<file path="src/rtl/spifs_xip_seq.sv">
// Execute-in-place read sequencer: turns a bus read into the SPI master register
// sequence (optional divider setup, TXD0/TXD1/CTL writes, wait for irq, RXD0 read).
module spifs_xip_seq #(
   parameter logic [7:0]  DIV_VAL     = 8'h01,
   parameter logic [15:0] TIMEOUT_CYC = 16'd4096
) (
   input  logic        clk_i,
   input  logic        rst_n_i,
   input  logic        req_valid_i,
   output logic        req_ready_o,
   input  logic [31:0] req_addr_i,
   output logic        rsp_valid_o,
   input  logic        rsp_ready_i,
   output logic [31:0] rsp_data_o,
   output logic        rsp_err_o,
   output logic        reg_wr_o,
   output logic        reg_rd_o,
   output logic [4:0]  reg_addr_o,
   output logic [31:0] reg_wdata_o,
   input  logic [31:0] reg_rdata_i,
   input  logic        reg_ack_i,
   input  logic        irq_i,
   output logic [4:0]  state_o
);

   typedef enum logic [4:0] {
      IDLE     = 5'h0,
      SPI_CSR  = 5'h1,
      WR_TXD0  = 5'h2,
      WR_TXD1  = 5'h3,
      WR_CTL   = 5'h4,
      WAIT_IRQ = 5'h5,
      RD_RXD0  = 5'h6,
      RSP      = 5'h7
   } state_t;

   typedef struct packed {
      logic        wr;
      logic        rd;
      logic [4:0]  addr;
      logic [31:0] data;
   } reg_cmd_t;

   state_t      state, state_nxt;
   logic [22:0] addr_q;
   logic        cfg_done;
   logic [15:0] wait_cnt;
   logic        accept, in_window, cnt_last;
   reg_cmd_t    cmd_nxt;

   assign accept    = (state == IDLE) && req_valid_i && req_ready_o;
   assign in_window = (req_addr_i[31:23] == 9'h080);
   assign cnt_last  = (wait_cnt == TIMEOUT_CYC - 16'd1);
   assign state_o   = state;

   // Register-port command presented while sitting in a given state.
   function automatic reg_cmd_t cmd_for(input state_t s, input logic [22:0] a);
      cmd_for = '0;
      case (s)
         SPI_CSR: cmd_for = '{wr: 1'b1, rd: 1'b0, addr: 5'h14, data: {24'h0, DIV_VAL}};
         WR_TXD0: cmd_for = '{wr: 1'b1, rd: 1'b0, addr: 5'h00, data: 32'h0};
         WR_TXD1: cmd_for = '{wr: 1'b1, rd: 1'b0, addr: 5'h04, data: {8'h03, 1'b0, a}};
         WR_CTL:  cmd_for = '{wr: 1'b1, rd: 1'b0, addr: 5'h10, data: 32'h0100_3540};
         RD_RXD0: cmd_for = '{wr: 1'b0, rd: 1'b1, addr: 5'h00, data: 32'h0};
         default: cmd_for = '0;
      endcase
   endfunction

   assign cmd_nxt = cmd_for(state_nxt, addr_q);

   always_comb begin
      state_nxt = state;
      case (state)
         IDLE:     if (accept) state_nxt = !in_window ? RSP : (cfg_done ? WR_TXD0 : SPI_CSR);
         SPI_CSR:  if (reg_ack_i) state_nxt = WR_TXD0;
         WR_TXD0:  if (reg_ack_i) state_nxt = WR_TXD1;
         WR_TXD1:  if (reg_ack_i) state_nxt = WR_CTL;
         WR_CTL:   if (reg_ack_i) state_nxt = WAIT_IRQ;
         WAIT_IRQ: begin
            if (irq_i)         state_nxt = RD_RXD0;
            else if (cnt_last) state_nxt = RSP;
         end
         RD_RXD0:  if (reg_ack_i) state_nxt = RSP;
         RSP:      if (rsp_ready_i) state_nxt = IDLE;
         default:  state_nxt = IDLE;
      endcase
   end

   // Outputs are registered from the next state so they line up with state_o.
   always_ff @(posedge clk_i or negedge rst_n_i) begin
      if (!rst_n_i) begin
         state       <= IDLE;
         cfg_done    <= 1'b0;
         wait_cnt    <= '0;
         addr_q      <= '0;
         req_ready_o <= 1'b0;
         rsp_valid_o <= 1'b0;
         rsp_err_o   <= 1'b0;
         rsp_data_o  <= '0;
         reg_wr_o    <= 1'b0;
         reg_rd_o    <= 1'b0;
         reg_addr_o  <= '0;
         reg_wdata_o <= '0;
      end else begin
         state       <= state_nxt;
         req_ready_o <= (state_nxt == IDLE);
         rsp_valid_o <= (state_nxt == RSP);
         {reg_wr_o, reg_rd_o, reg_addr_o, reg_wdata_o} <= cmd_nxt;
         wait_cnt    <= (state == WAIT_IRQ && state_nxt == WAIT_IRQ) ? wait_cnt + 16'd1 : '0;
         if (accept) begin
            addr_q     <= req_addr_i[22:0];
            rsp_data_o <= '0;
            rsp_err_o  <= !in_window;
         end
         if (state == SPI_CSR && reg_ack_i)
            cfg_done <= 1'b1;
         if (state == WAIT_IRQ && !irq_i && cnt_last) begin
            rsp_err_o  <= 1'b1;
            rsp_data_o <= '0;
         end
         if (state == RD_RXD0 && reg_ack_i) begin
            rsp_data_o <= reg_rdata_i;
            rsp_err_o  <= 1'b0;
         end
      end
   end

endmodule
</file>
<file path="config.mk">
export PLATFORM = sky130hd
export DESIGN_NAME = spifs_xip_seq
export DESIGN_NICKNAME = d
export VERILOG_FILES = /design/src/rtl/spifs_xip_seq.sv
export SDC_FILE = /design/constraint.sdc
export NUM_CORES = 1
export LEC_CHECK = 0
export ABC_AREA = 1
export CAP_MARGIN = 30
export CORE_ASPECT_RATIO = 1.4
export CORE_MARGIN = 3
export CORE_UTILIZATION = 50
export DETAILED_ROUTE_END_ITERATION = 8
export HOLD_SLACK_MARGIN = 0.08
export PLACE_DENSITY = 0.86
export SLEW_MARGIN = 20
export SYNTH_ARGS = -nofsm -noshare
export SYNTH_HDL_FRONTEND = slang
export SYNTH_SLANG_ARGS = --single-unit
</file>
<file path="constraint.sdc">
create_clock -name clk_i -period 3.35 [get_ports clk_i]
set_input_delay 0.67 -clock clk_i [delete_from_list [all_inputs] [get_ports clk_i]]
set_output_delay 0.67 -clock clk_i [all_outputs]
set_load 0.05 [all_outputs]
</file>
==> results of run 1 <==
[worst max-delay path by stage]
stage,startpoint,endpoint,slack [ns]
4_1_cts,state_o[0],state_o[0],1.00
3_5_place_dp,req_valid_i,reg_addr_o[4],0.70
5_1_grt,req_valid_i,reg_addr_o[4],0.91
2_1_floorplan,state_o[3],rsp_data_o[22],1.49
3_3_place_gp,req_valid_i,reg_addr_o[4],0.77
6_report,state_o[0],state_o[0],0.99
[registers in the layout, summed over array words and instances (netlist names)]
register     cells
reg_addr_o       2
req_ready_o      1
wait_cnt        16
state_o          5
reg_wdata_o     25
reg_rd_o         1
rsp_valid_o      1
rsp_err_o        1
reg_wr_o         1
cfg_done         1
addr_q          23
rsp_data_o      32
[logic make-up after synthesis]
family,share of synthesized area
other,0.000807
xor gates and xnor gates,0.00566
DFF,0.587
adders and majority gates,0.00269
buffers and inverters,0.109
AOI/OAI and AO/OA,0.0724
and+or+nand+nor,0.222
[layer usage]
layer,vias up,GRT usage
met5,-,0
met1,1734,0.246
met3,26,0.0543
li1,1826,-
met2,137,0.366
met4,0,0.0940
[cell type report]
type	count	area (um^2)
inverters	92	348
repair buffers	140	1410
multi-input cells	307	1450
flip-flops and latches	109	2730
well taps	107	134
clock inverters	3	68.8
fillers	639	2650
clock buffers	12	246
[placed cells by master, fill, tap and decap left out, types with 2 or more instances in the layout]
| cell | instances |
|---|---|
| nor2_2 | 4 |
| a21oi_1 | 3 |
| inv_2 | 7 |
| nand3_1 | 15 |
| clkbuf_16 | 9 |
| conb_1 | 12 |
| clkdlybuf4s50_1 | 137 |
| inv_1 | 84 |
| nor3_2 | 3 |
| clkbuf_1 | 2 |
| nand4_1 | 2 |
| nand2_1 | 137 |
| buf_4 | 2 |
| nor2_4 | 2 |
| o21ai_2 | 10 |
| nor3_1 | 11 |
| a21oi_2 | 2 |
| nor2_1 | 50 |
| dfrtp_1 | 109 |
| o21ai_0 | 21 |
| bufinv_16 | 2 |
| xnor2_1 | 2 |
| o21ai_1 | 21 |
| nand3_2 | 2 |
[power groups by stage]
| stage | sequential (W) | clock (W) | combinational (W) |
|---|---|---|---|
| 6_report | 0.00162 | 0.00112 | 0.000927 |
| 5_1_grt | 0.00164 | 0.00119 | 0.00100 |
| 4_1_cts | 0.00162 | 0.00114 | 0.000937 |
| 3_5_place_dp | 0.00164 | 0 | 0.000929 |
| 3_3_place_gp | 0.00163 | 0 | 0.000907 |
| 2_1_floorplan | 0.00192 | 0 | 0.000296 |
[through the flow]
stage | cells | total power (W) | setup WS, ns | area [um^2] | hold WS [ns]
3_3_place_gp | 755 | 0.00254 | 0.770 | 6070 | 0.445
6_report | 770 | 0.00367 | 0.991 | 6380 | 0.325
3_5_place_dp | 755 | 0.00257 | 0.702 | 6070 | 0.453
5_1_grt | 770 | 0.00383 | 0.909 | 6380 | 0.367
4_1_cts | 770 | 0.00370 | 1.00 | 6380 | 0.351
2_1_floorplan | 530 | 0.00222 | 1.49 | 4690 | 0.374
==> summary.txt, run 1 <==
area leader, netlist: dfrtp_1
DRC violations left: 0
die area: 0.0105 mm^2
predominant post-synthesis flop cell: dfrtp_1
Reg-to-Reg End: rsp_data_o[7]
Max Slew Vio Count: 0
detailed placement HPWL: 7770 um
CP cell instances: clkdlybuf4s50_1
Worst Tran Pin Value: 0.686 ns
GRT Util Overall: 0.213
Pint: 0.00252 W
most frequent cell after synthesis: nand2_1
uppermost routed layer: met4
Switch Pwr: 0.00115 W
postcts setup bufs: 0
Worst-path clk slew: 0.07 ns
PortBufs: 138
Slew headroom: 0.542
CP Depth: 1
core area: 0.00903 mm^2
synth warn: 0
DRT iter0 DRCs: 189
Startpoint Class: flip-flop
top cells by count, synth: nand2_1, dfrtp_1, inv_1
Yosys reg bits: 109
Final min period: 2.36 ns
clk_lat worst skew: 0.35 ns
pin count of the biggest net entering global routing: 62
critical path endpoint category: output port
DR pass1 iterations: 4
Gates resized, CTS repair: 0
Worst Skew: 0.00797 ns
R2R setup slack: 1.27 ns
H-Tree Depth: 3
routed vias/inst: 4.84
Post-Synthesis Cells: 519
via count: 3723
Pwr per Cell Area: 574 mW/mm^2
layout cell share with drive strength beyond 1: 0.0814
routed wire length on met3: 851 um
Hold Path Class: in2async
TritonCTS clock tree: yes
CP top delay family: buffers and inverters
outcome: finished clean
largest fanout on the critical path: 6
Synth Cell Area: 0.00465 mm^2
post-synthesis cell type count: 35
Root Buffer: clkbuf_16
Final setup viols: 0
asr flop ratio synth: 1.00
final net count: 730
critical path buffer and inverter count: 1
Post-DRT Antenna Nets: 0
CP required: 2.68 ns
Reg power frac: 0.441
R2R cell count: 9
DIE WIDTH: 87.5 um
Post-synth EDFFs: 0
synth-to-layout area growth: 37.4%
I/O pin total: 149
Tcrit/Tclk final: 0.704
post-layout util: 0.707
routed length on met1: 4040 um
worst vdd ir: 0.000358 V
Die Y: 120 um
CP Class: reg2out
CP arrival: 1.69 ns
ranking of synthesized cells by area: dfrtp_1, nand2_1, inv_1
final hold viol count: 0
Seq/Total Area, Yosys: 0.587
GPL Wtd Cong: 0.971
Max Buffers Root-to-Sink: 2
met2 wire length: 5440 um
reg2reg start: state_o[1]
routed length per instance: 13.8 um
vias in the first global route: 3767
cts bufs inserted: 9
starting density of the core: 0.515
Clock Power Share: 0.306
setup_tns: 0 ns
gr ovfl total: 0
Sink Count: 109
max_cap viols: 0
first-pass GRT wire length: 17400 um
Gate power share: 0.253
initial antenna violation count: 0
row count: 41
Routed Wire Length: 10700 um
switching fraction of total power: 0.312
Crit path largest cell delay: 0.87 ns
Synth top area share: 0.587
CTS hold repair buffers: 0
RSZ-0062 raised after global routing: no
Max Freq: 424 MHz
Mean Syn Cell Area: 8.95 um^2
leak pwr: 3.08 nW
antenna cell count: 0
Max stage delay cell, worst path: clkdlybuf4s50_1
Note: power is estimated with default switching activity, not from simulation.
==> run 2, diff against run 1 <==
Settings changed: CORE_UTILIZATION 50 to 46, PLACE_DENSITY 0.86 to 0.8.
Clock period 3.35 ns to 2.3 ns, I/O delays scaled along.
==> run 2 against run 1 <==
Against the previous run: count of clock-buffer cells in the layout shrank 3; worst setup slack lost 0.82 ns; combinational power grew 46%; die area grew 8.2%; clock power grew 43%; critical path depth is the same; largest cell class unchanged; largest power group unchanged; highest routed layer unchanged.
==> summary.txt, run 2 (synthesis results as in run 1) <==
CP top delay family: buffers and inverters
critical path buffer and inverter count: 1 (unchanged)
detailed placement HPWL: 8270 um (+6.4%)
Routed Wire Length: 10900 um (+2.1%)
GRT Util Overall: 0.201 (-0.0121)
row count: 42 (+2.4%)
R2R setup slack: 0.39 ns (-0.88 ns)
Final Cell Area: 0.00646 mm^2 (+1.2%)
Final min period: 2.13 ns
clk_lat worst skew: 0.34 ns (about the same)
Final setup viols: 0 (unchanged)
Reg-to-Reg End: rsp_data_o[1]
R2R cell count: 7 (-2)
Max Buffers Root-to-Sink: 2 (unchanged)
CP required: 1.84 ns (-0.84 ns)
DIE WIDTH: 90.9 um (+4.0%)
RSZ-0062 raised after global routing: no
WHS: 0.470 ns (+0.145 ns)
worst vdd ir: 0.000533 V (+49%)
pin count of the biggest net entering global routing: 41 (-34%)
Worst Tran Pin Value: 0.547 ns (-0.139 ns)
CP Depth: 1 (unchanged)
critical path endpoint category: output port
Hold Path Class: reg2reg
CP Class: reg2out
Worst Setup EP: state_o[0]
post-place setup slack: 0.138 ns (-0.564 ns)
final hold viol count: 0 (unchanged)
Critical Path Source: state_o[0]
switching fraction of total power: 0.328 (+0.0158)
grt peak-use layer: met2
gr ovfl total: 0 (unchanged)
Gate power share: 0.255 (+0.002)
setup ws final: 0.169 ns (-0.822 ns)
setup_tns: 0 ns (unchanged)
Gates resized, CTS repair: 0 (unchanged)
Reg power frac: 0.443 (+0.002)
Max Slew Vio Count: 0 (unchanged)
GPL Wtd Cong: 0.893 (-8.0%)
via count: 3784 (+1.6%)
TritonCTS clock tree: yes
first-pass GRT wire length: 18200 um (+4.9%)
Placed Area: 0.00613 mm^2 (+1.1%)
Max stage delay cell, worst path: clkdlybuf4s50_1
Max Freq: 469 MHz
die area: 0.0114 mm^2 (+8.2%)
Most flops, register: rsp_data_o
Pwr per Cell Area: 821 mW/mm^2 (+43%)
Root Buffer: clkbuf_16
largest fanout on the critical path: 6 (unchanged)
leak pwr: 3.09 nW (+0.58%)
Overall Power: 0.00530 W (+45%)
Worst-path clk slew: 0.07 ns (about the same)
M1 GR Usage: 0.227 (-0.0191)
max reg flops: 32 (unchanged)
routed vias/inst: 4.73 (-2.2%)
DR pass1 iterations: 4 (unchanged)
# fillers: 759 (+19%)
Slew headroom: 0.634 (+0.0920)
Switch Pwr: 0.00174 W (+52%)
layout cell share with drive strength beyond 1: 0.0898 (+0.00837)
Crit path largest cell delay: 0.86 ns (about the same)
Pint: 0.00356 W (+41%)
vias in the first global route: 3796 (+0.77%)
Tcrit/Tclk final: 0.927
antenna cell count: 0 (unchanged)
initial antenna violation count: 0 (unchanged)
M2 GR Usage: 0.360 (-0.00564)
Worst Skew: 0.00582 ns (-0.00214 ns)
GRT met3 Usage: 0.0447 (-0.00955)
routed length per instance: 13.6 um (-1.7%)
Sink Count: 109 (unchanged)
CP arrival: 1.67 ns (-0.02 ns)
Clock Power Share: 0.302 (-0.004)
H-Tree Depth: 3 (unchanged)
Startpoint Class: flip-flop
Post-DRT Antenna Nets: 0 (unchanged)
PortBufs: 138 (unchanged)
outcome: finished clean
final net count: 734 (+0.55%)
most frequent cells in the layout: nand2_1, clkdlybuf4s50_1, dfrtp_1
DRC violations left: 0 (unchanged)
reg2reg start: state_o[3]
cts bufs inserted: 9 (unchanged)
synth-to-layout area growth: 39.1%
I/O pin total: 149 (unchanged)
core area: 0.00967 mm^2 (+7.1%)
DRT iter0 DRCs: 226 (+20%)
starting density of the core: 0.480 (-0.0341)
largest registers: rsp_data_o (32), reg_wdata_o (25), addr_q (23)
Die Y: 125 um (+4.0%)
max_cap viols: 0 (unchanged)
CP cell instances: clkdlybuf4s50_1
==> run 2: how the worst min path moves through the flow <==
stage | from | end | slack (ns) | cells past startpoint
finish | wait_cnt[0] | wait_cnt[0] | 0.47 | 1
floorplan | rst_n_i | addr_q[0] | 0.16 | 0
CTS | wait_cnt[0] | wait_cnt[0] | 0.47 | 1
detailed placement | rst_n_i | rsp_data_o[10] | 0.41 | 1
global placement | rst_n_i | rsp_data_o[7] | 0.41 | 1
global route | wait_cnt[0] | wait_cnt[0] | 0.49 | 1
==> run 2: metrics by stage <==
step / std cells / utilization
finish: 800 / 0.668
global route: 800 / 0.668
CTS: 800 / 0.668
detailed placement: 783 / 0.634
global placement: 783 / 0.634
floorplan: 530 / -
==> run 2: repair_timing <==
action / 4_1_cts / 5_1_grt
hold endpoints to repair: 25 / 0
hold buffers: 1 / 0
setup buffers: 0 / 0
==> run 2: final cells by class <==
type | instances | area [um^2] | share of cell area
Inverter | 92 | 348 | 0.0538
Clock inverter | 7 | 90.1 | 0.0139
Timing Repair Buffer | 144 | 1450 | 0.225
Sequential cell | 109 | 2730 | 0.422
Clock buffer | 9 | 225 | 0.0349
Multi-Input combinational cell | 307 | 1450 | 0.225
Tap cell | 132 | 165 | 0.0256
==> run 2: worst register-to-register path: cells and delay by family (launching register included) <==
family	cells	cell delay (ns)
and+or+nand+nor	6	1.23
AOI/OAI and AO/OA	1	0.14
DFF	1	0.40
==> run 2: metal layers <==
metal | vias up | wire length, um | part of all wire
li1 | 1830 | - | -
met1 | 1802 | 4230 | 0.39
met2 | 133 | 5600 | 0.52
met3 | 19 | 746 | 0.069
met4 | 0 | 297 | 0.027
met5 | - | 0 | 0
==> run 2: power by group through the flow <==
stage / Sequential (W) / Combinational, W / Clock, W
3_5_place_dp: 0.00239 / 0.00136 / 0
5_1_grt: 0.00239 / 0.00146 / 0.00171
6_report: 0.00235 / 0.00135 / 0.00160
2_1_floorplan: 0.00280 / 0.000431 / 0
4_1_cts: 0.00235 / 0.00137 / 0.00163
3_3_place_gp: 0.00238 / 0.00133 / 0
